<file path="src/rtl/instr_fetch_if.sv">
// Fetch-stage bus: hazard/redirect controls, code memory port and IF/ID slot.
// master = fetch stage, slave = surrounding pipeline and code memory.
interface instr_fetch_if;
  logic        stall;
  logic        redirect_valid;
  logic [31:0] redirect_pc;
  logic [31:0] pc_out;
  logic [31:0] instr_in;
  logic [31:0] if_id_instr;
  logic [31:0] if_id_pc;
  logic        if_id_valid;
  logic        fetch_err;

  modport master (
    input  stall,
    input  redirect_valid,
    input  redirect_pc,
    input  instr_in,
    output pc_out,
    output if_id_instr,
    output if_id_pc,
    output if_id_valid,
    output fetch_err
  );

  modport slave (
    output stall,
    output redirect_valid,
    output redirect_pc,
    output instr_in,
    input  pc_out,
    input  if_id_instr,
    input  if_id_pc,
    input  if_id_valid,
    input  fetch_err
  );
endinterface

</file>
<file path="src/rtl/instr_fetch.sv">
// Instruction fetch stage: PC register, BOOT/RUN FSM, IF/ID slot, redirect.
// Define IFETCH_PERF_EN to add fetch_count/stall_count outputs.
module instr_fetch #(
  parameter logic [31:0] RESET_PC   = 32'd0,
  parameter int unsigned CODE_DEPTH = 256,
  parameter logic [31:0] BUBBLE     = 32'hFFFF_FFFF
) (
  input  logic clk,
  input  logic rst_n,
  instr_fetch_if.master bus
`ifdef IFETCH_PERF_EN
  ,
  output logic [31:0] fetch_count,
  output logic [31:0] stall_count
`endif
);

  localparam logic [31:0] MASK  = 32'(CODE_DEPTH - 1);
  localparam logic [31:0] DEPTH = 32'(CODE_DEPTH);

  typedef enum logic {
    BOOT,
    RUN
  } state_t;

  state_t      state_q, state_d;
  logic [31:0] pc_q, pc_d;
  logic [31:0] instr_q, instr_d;
  logic [31:0] ifpc_q, ifpc_d;
  logic        valid_q, valid_d;
  logic        err_q, err_d;

  assign bus.pc_out      = pc_q;
  assign bus.if_id_instr = instr_q;
  assign bus.if_id_pc    = ifpc_q;
  assign bus.if_id_valid = valid_q;
  assign bus.fetch_err   = err_q;

  // Redirect wins over both BOOT and stall.
  always_comb begin
    state_d = state_q;
    pc_d    = pc_q;
    instr_d = instr_q;
    ifpc_d  = ifpc_q;
    valid_d = valid_q;
    err_d   = err_q;
    if (bus.redirect_valid) begin
      state_d = RUN;
      pc_d    = bus.redirect_pc & MASK;
      instr_d = BUBBLE;
      ifpc_d  = '0;
      valid_d = 1'b0;
      err_d   = err_q | (bus.redirect_pc >= DEPTH);
    end else if (state_q == BOOT) begin
      state_d = RUN;
    end else if (!bus.stall) begin
      pc_d    = (pc_q + 32'd1) & MASK;
      instr_d = bus.instr_in;
      ifpc_d  = pc_q;
      valid_d = 1'b1;
    end
  end

  always_ff @(posedge clk or negedge rst_n) begin
    if (!rst_n) begin
      state_q <= BOOT;
      pc_q    <= RESET_PC;
      instr_q <= BUBBLE;
      ifpc_q  <= '0;
      valid_q <= 1'b0;
      err_q   <= 1'b0;
    end else begin
      state_q <= state_d;
      pc_q    <= pc_d;
      instr_q <= instr_d;
      ifpc_q  <= ifpc_d;
      valid_q <= valid_d;
      err_q   <= err_d;
    end
  end

`ifdef IFETCH_PERF_EN
  logic        fetch_go;
  logic        stall_hit;
  logic [31:0] fcnt_q, fcnt_d;
  logic [31:0] scnt_q, scnt_d;

  assign fetch_go  = (state_q == RUN) & ~bus.redirect_valid & ~bus.stall;
  assign stall_hit = (state_q == RUN) & ~bus.redirect_valid & bus.stall;

  always_comb begin
    fcnt_d = fcnt_q + {31'd0, fetch_go};
    scnt_d = scnt_q + {31'd0, stall_hit};
  end

  always_ff @(posedge clk or negedge rst_n) begin
    if (!rst_n) begin
      fcnt_q <= '0;
      scnt_q <= '0;
    end else begin
      fcnt_q <= fcnt_d;
      scnt_q <= scnt_d;
    end
  end

  assign fetch_count = fcnt_q;
  assign stall_count = scnt_q;
`endif

endmodule

</file>
<file path="src/flat_wrapper.sv">
// flat-port wrapper written by rule: the top's interface ports become plain ports
module instr_fetch_flat 
#(
  parameter logic [31:0] RESET_PC   = 32'd0,
  parameter int unsigned CODE_DEPTH = 256,
  parameter logic [31:0] BUBBLE     = 32'hFFFF_FFFF
)
  (clk, rst_n, bus_stall, bus_redirect_valid, bus_redirect_pc, bus_instr_in, bus_pc_out, bus_if_id_instr, bus_if_id_pc, bus_if_id_valid, bus_fetch_err);
  instr_fetch_if bus_i ();
  input  logic clk;
  input  logic rst_n;
  input wire logic [$bits(bus_i.stall)-1:0] bus_stall;
  input wire logic [$bits(bus_i.redirect_valid)-1:0] bus_redirect_valid;
  input wire logic [$bits(bus_i.redirect_pc)-1:0] bus_redirect_pc;
  input wire logic [$bits(bus_i.instr_in)-1:0] bus_instr_in;
  output wire logic [$bits(bus_i.pc_out)-1:0] bus_pc_out;
  output wire logic [$bits(bus_i.if_id_instr)-1:0] bus_if_id_instr;
  output wire logic [$bits(bus_i.if_id_pc)-1:0] bus_if_id_pc;
  output wire logic [$bits(bus_i.if_id_valid)-1:0] bus_if_id_valid;
  output wire logic [$bits(bus_i.fetch_err)-1:0] bus_fetch_err;
  assign bus_i.stall = bus_stall;
  assign bus_i.redirect_valid = bus_redirect_valid;
  assign bus_i.redirect_pc = bus_redirect_pc;
  assign bus_i.instr_in = bus_instr_in;
  assign bus_pc_out = bus_i.pc_out;
  assign bus_if_id_instr = bus_i.if_id_instr;
  assign bus_if_id_pc = bus_i.if_id_pc;
  assign bus_if_id_valid = bus_i.if_id_valid;
  assign bus_fetch_err = bus_i.fetch_err;
  instr_fetch #(.RESET_PC(RESET_PC), .CODE_DEPTH(CODE_DEPTH), .BUBBLE(BUBBLE)) u_core (.clk(clk), .rst_n(rst_n), .bus(bus_i));
endmodule
</file>
<file path="config.mk">
export PLATFORM = sky130hd
export DESIGN_NAME = instr_fetch_flat
export DESIGN_NICKNAME = d
export VERILOG_FILES = /design/src/rtl/instr_fetch_if.sv /design/src/rtl/instr_fetch.sv /design/src/flat_wrapper.sv
export SDC_FILE = /design/constraint.sdc
export NUM_CORES = 1
export LEC_CHECK = 0
export CAP_MARGIN = 20
export CORE_AREA = 2 2 88 90
export DETAILED_ROUTE_END_ITERATION = 16
export DIE_AREA = 0 0 90 92
export PLACE_DENSITY = 0.78
export SYNTH_ARGS = -nofsm -noshare
export SYNTH_HDL_FRONTEND = slang
export SYNTH_SLANG_ARGS = --single-unit
</file>
<file path="constraint.sdc">
create_clock -name clk -period 1.8 [get_ports clk]
set_input_delay 0.36 -clock clk [delete_from_list [all_inputs] [get_ports clk]]
set_output_delay 0.36 -clock clk [all_outputs]
set_load 0.005 [all_outputs]
</file>
Word level (Yosys, flattened, before mapping)
Index checks and enable logic that the tools add are counted.
W data, S select, Z words.
{"block": "op_classes", "mux": 12, "addsub": 1, "bitwise_logic": 1, "n_eq_ne": 1, "n_reduce_logical": 2, "n_lt_le_gt_ge": 1}
{"cell": "$mux W32", "count": 9}
{"cell": "$ge A32 B9 Y1 const B", "count": 1}
{"cell": "$add A8 B1 Y8 const B", "count": 1}
{"cell": "$mux W1", "count": 3}
{"cell": "$ne A2 B1 Y1 const B", "count": 1}
{"cell": "$reduce_and A2 Y1", "count": 1}
{"cell": "$reduce_bool A2 Y1", "count": 1}
{"cell": "$or A1 B1 Y1", "count": 1}
{"block": "totals", "ff_bits": 99, "wordCells": 24}

Depth between registers and ports, before layout
Gate-level depths: netlist of the first run.
{"block": "depth", "word_depth": 4, "ltp_mapped": 5}

Worst setup path before layout of the first run
No wires, ideal clock.
{"block": "synth_path", "path_kind": "register to register", "from": "register u_core.pc_q[0], in the netlist u_core.bus.pc_out[0]", "to": "register u_core.pc_q[6], in the netlist u_core.bus.pc_out[6]", "arrival_time_ns": 1.325, "setup_ns": 0.082, "path_stages_with_launch": 5, "setup_slack_ns": 0.393, "cell_sequence": "dfrtp_1 -> ha_1 -> nand3_1 -> or4_1 -> a31oi_1"}
{"block": "synth_between", "elab_chain_len": 4}
{"element": "start, declared", "line": "instr_fetch.sv:27", "text": "logic [31:0] pc_q, pc_d;"}
{"element": "start signal, assigned", "line": "instr_fetch.sv:74", "text": "pc_q <= pc_d;"}
{"element": "$add A8 B1 Y8", "line": "instr_fetch.sv:57", "text": "pc_d = (pc_q + 32'd1) & MASK;"}
{"element": "$mux W32", "line": "instr_fetch.sv:56", "text": "end else if (!bus.stall) begin"}
{"element": "$mux W32", "line": "instr_fetch.sv:54", "text": "end else if (state_q == BOOT) begin"}
{"element": "$mux W32", "line": "instr_fetch.sv:47", "text": "if (bus.redirect_valid) begin"}
Every way passes these cells. The select of a mux whose other input is x is not followed.
A chain may end at the register's enable or synchronous reset.

Worst setup path after layout of the first run
{"block": "layout_path", "from": "register u_core.instr_q[14], in the netlist u_core.bus.if_id_instr[14]", "to": "output bus_if_id_instr[14]"}
{"element": "start, declared", "line": "instr_fetch.sv:28", "text": "logic [31:0] instr_q, instr_d;"}
{"element": "start signal, assigned", "line": "instr_fetch.sv:75", "text": "instr_q <= instr_d;"}
{"element": "end, declared", "line": "flat_wrapper.sv:17", "text": "output wire logic [$bits(bus_i.if_id_instr)-1:0] bus_if_id_instr;"}
No word-level cell between the ends.

==> results of run 1 <==
-- registers in the layout (all words and copies together), names as in the netlist --
register                flops
u_core.bus.fetch_err        1
u_core.bus.if_id_instr     32
u_core.bus.if_id_pc         8
u_core.bus.if_id_valid      1
u_core.bus.pc_out           8
u_core.state_q              1
-- routing by layer --
layer  track usage  vias to the layer above  share of wire
met4        0.0308                        0         0.0067
met5             0                        -              0
met3        0.0386                        5          0.077
met2         0.276                      117           0.51
met1         0.177                     1062           0.40
li1              -                     1080              -
-- power by group --
part | internal [mW] | total [mW] | switching, mW
combinational | 0.334 | 0.557 | 0.223
clock | 0.274 | 0.633 | 0.359
sequential | 1.26 | 1.32 | 0.0647
total | 1.86 | 2.51 | 0.647
-- logic make-up (layout without fill, tap and decap cells) --
group,after synthesis,in the layout,share of synthesized area
muxes,1,1,0.00391
AOI/OAI and AO/OA,21,21,0.0483
xor gates and xnor gates,2,2,0.00684
and+or+nand+nor,145,145,0.250
adders and majority gates,1,1,0.00488
other,2,49,0.00293
buffers and inverters,65,136,0.169
DFF,51,51,0.514
-- cell type report --
type,instances,area (um2)
timing repair buffer,127,1270
clock buffer,7,76.3
multi-input combinational,219,1000
sequential,51,1320
fill,700,3650
inverter,1,3.75
clock inverter,1,5.00
tap,102,128
-- placed cells by master (no fill, tap or decap), types with 2 or more instances in the layout --
| cell | Yosys | final |
|---|---|---|
| nand3_1 | 35 | 35 |
| clkbuf_8 | 0 | 5 |
| a31oi_1 | 4 | 4 |
| nor2_1 | 7 | 7 |
| dfstp_2 | 32 | 32 |
| or4_1 | 4 | 4 |
| nand2_1 | 86 | 86 |
| o21ai_0 | 4 | 4 |
| clkdlybuf4s50_1 | 0 | 116 |
| clkbuf_1 | 9 | 2 |
| nor4_1 | 5 | 5 |
| dfrtp_1 | 19 | 19 |
| buf_12 | 0 | 2 |
| buf_4 | 48 | 8 |
| o31ai_1 | 3 | 3 |
| conb_1 | 2 | 49 |
| a21oi_1 | 8 | 8 |
-- cells in the mapped netlist --
cell type,instances
or4_1,4
buf_2,7
dfrtp_1,19
o211ai_1,1
conb_1,2
nand4b_1,1
xnor2_1,1
nand2b_1,1
nand3_2,1
o21ai_0,4
nand3_1,35
dfstp_2,32
nand4_1,1
o22a_1,1
nand2_1,86
xor2_1,1
a31oi_1,4
nor4_1,5
nand3b_1,1
inv_1,1
buf_4,48
o31ai_1,3
ha_1,1
a21oi_1,8
mux2i_1,1
nor2b_1,1
clkbuf_1,9
or3_1,1
nor2_1,7
nor3_1,1
-- metrics by stage --
stage	instance area, um2	std cells	total power, mW	util
after floorplan	2740	335	1.59	-
after global placement	3710	500	1.89	0.499
after detailed placement	3710	500	1.90	0.499
after CTS	3790	508	2.55	0.510
after global routing	3790	508	2.65	0.510
final	3790	508	2.51	0.510
-- worst max-delay path by stage --
stage,startpoint,to
3_5_place_dp,bus_stall,u_core.bus.pc_out[7]
5_1_grt,u_core.bus.if_id_instr[9],bus_if_id_instr[9]
4_1_cts,u_core.bus.if_id_instr[14],bus_if_id_instr[14]
2_1_floorplan,u_core.bus.pc_out[0],u_core.bus.pc_out[6]
3_3_place_gp,bus_stall,u_core.bus.pc_out[6]
6_report,u_core.bus.if_id_instr[14],bus_if_id_instr[14]
==> results by group, run 1 <==
Run status
  – Outcome: finished clean

GRT
  – Largest net degree at the start of global routing: 31
  – Total GRT Usage: 0.150
  – First-pass GRT wire length: just over 10 mm
  – Initial antenna violation count: 0
  – Vias in the first global route: between 2,000 and 2,500
  – Gr ovfl total: 0

Worst hold path
  – Min-Delay Path Class: in -> async

Power
  – IR drop worst, VDD: roughly 0.28 mV
  – Pwr/cell area: ~660 mW/mm2
  – P_leak: ~1.7 nW

Synthesis
  – Synth Area per Inst: 8.90 um2
  – Synth Register Bits: a little over 50
  – Sequential area share after synthesis: 0.514
  – Synth area leaders: dfstp_2 33%, dfrtp_1 19%, buf_4 14%
  – Leading area contributor after synthesis: dfstp_2
  – Yosys warnings: 0
  – Post-Syn Area: about 0.0026 mm2
  – Synth top area share: 0.328
  – Cell variety after synth: 30
  – Cells after Synth: approximately 290

Worst setup path
  – Worst reg-to-reg setup slack: ~0.26 ns
  – Crit. path cell count: 1
  – R2r startpoint: u_core.bus.pc_out[0]
  – Largest delay share family, worst path: flip-flops
  – R2R Path End: u_core.bus.pc_out[6]
  – Worst path slowest cell: dfstp_2
  – Worst-path maximum fanout: 2
  – Worst r2r path cells: 4
  – Crit-path max cell delay: between 0.5 and 0.6 ns
  – Crit end category: output port
  – CP startpoint kind: flip-flop
  – Critical path arrival: approximately 1.4 ns
  – Worst endpoint required time: 1.44 ns
  – CP Class: reg -> out
  – Critical Path, Cell by Cell: clkdlybuf4s50_1
  – Crit path buf inv count: 1

Die
  – Die area: 0.00828 mm2
  – Die width: roughly 90 um
  – Starting Density: 0.344
  – Core Region: 0.00745 mm2
  – Die height: slightly above 90 um
  – IO Count: 166
  – Num rows: 32

Cells and area
  – Area Overhead vs Synth: 48.1%
  – N_diodes: 0
  – Layout Nets: between 400 and 500
  – Layout cell share with drive strength beyond 1: 0.128

Job
  – Max Cap Viol: 0

Placement
  – Port Buf Inserts: between 100 and 150
  – Final GP Congestion: 0.818
  – HPWL after DPL: 4.86 mm
  – Dpl ws: roughly 0.011 ns

Clocking
  – CTS H-tree depth: 2
  – Clock Sinks: 51
  – CTS tree: yes
  – Clk slew on worst S/H paths: 0.09 ns
  – Total CTS buffers: 5
  – Clock buffer depth: 2
  – CTS Hold Bufs: 0
  – Post-CTS Setup Inserts: 0
  – CTS root buffer: clkbuf_8
  – Resize count post-CTS: 0
  – Clock Latency Late Sink: roughly 0.3 ns

Timing
  – Maximum operating frequency: 586 MHz
  – Aggregate negative setup slack: 0 ns
  – RSZ-0062 raised after global routing: false
  – Worst hold slack: ~0.033 ns
  – Setup violators final: 0
  – Worst slew pin tran: 0.523 ns
  – Skew final: roughly 0.0075 ns
  – Max Slew Vio Count: 0
  – Period utilisation layout: 0.948
  – Crit path time final: roughly 1.7 ns
  – Final setup margin: approximately 0.094 ns
  – Max_slew headroom: 0.651
  – Endpoints failing hold: 0

Drt
  – TritonRoute pass-1 iters: 4
  – DR vias: 2,264
  – Vias/cell: 4.46
  – Wire per inst: 12.3 um
  – Iteration-0 DRC Markers: 60
  – Antenna Nets Post-Route: 0
  – DRC: 0
  – Post-Route WL: roughly 6.3 mm
No activity file was read; power rests on OpenSTA's default activity.
==> inputs of run 2 (changes only) <==
--- a/config.mk
+++ b/config.mk
@@ -13,3 +13,4 @@
 export SYNTH_ARGS = -nofsm -noshare
 export SYNTH_HDL_FRONTEND = slang
 export SYNTH_SLANG_ARGS = --single-unit
+export TNS_END_PERCENT = 10
==> results of run 2 <==
Final layout, timing and power as in run 1 (identical DEF).
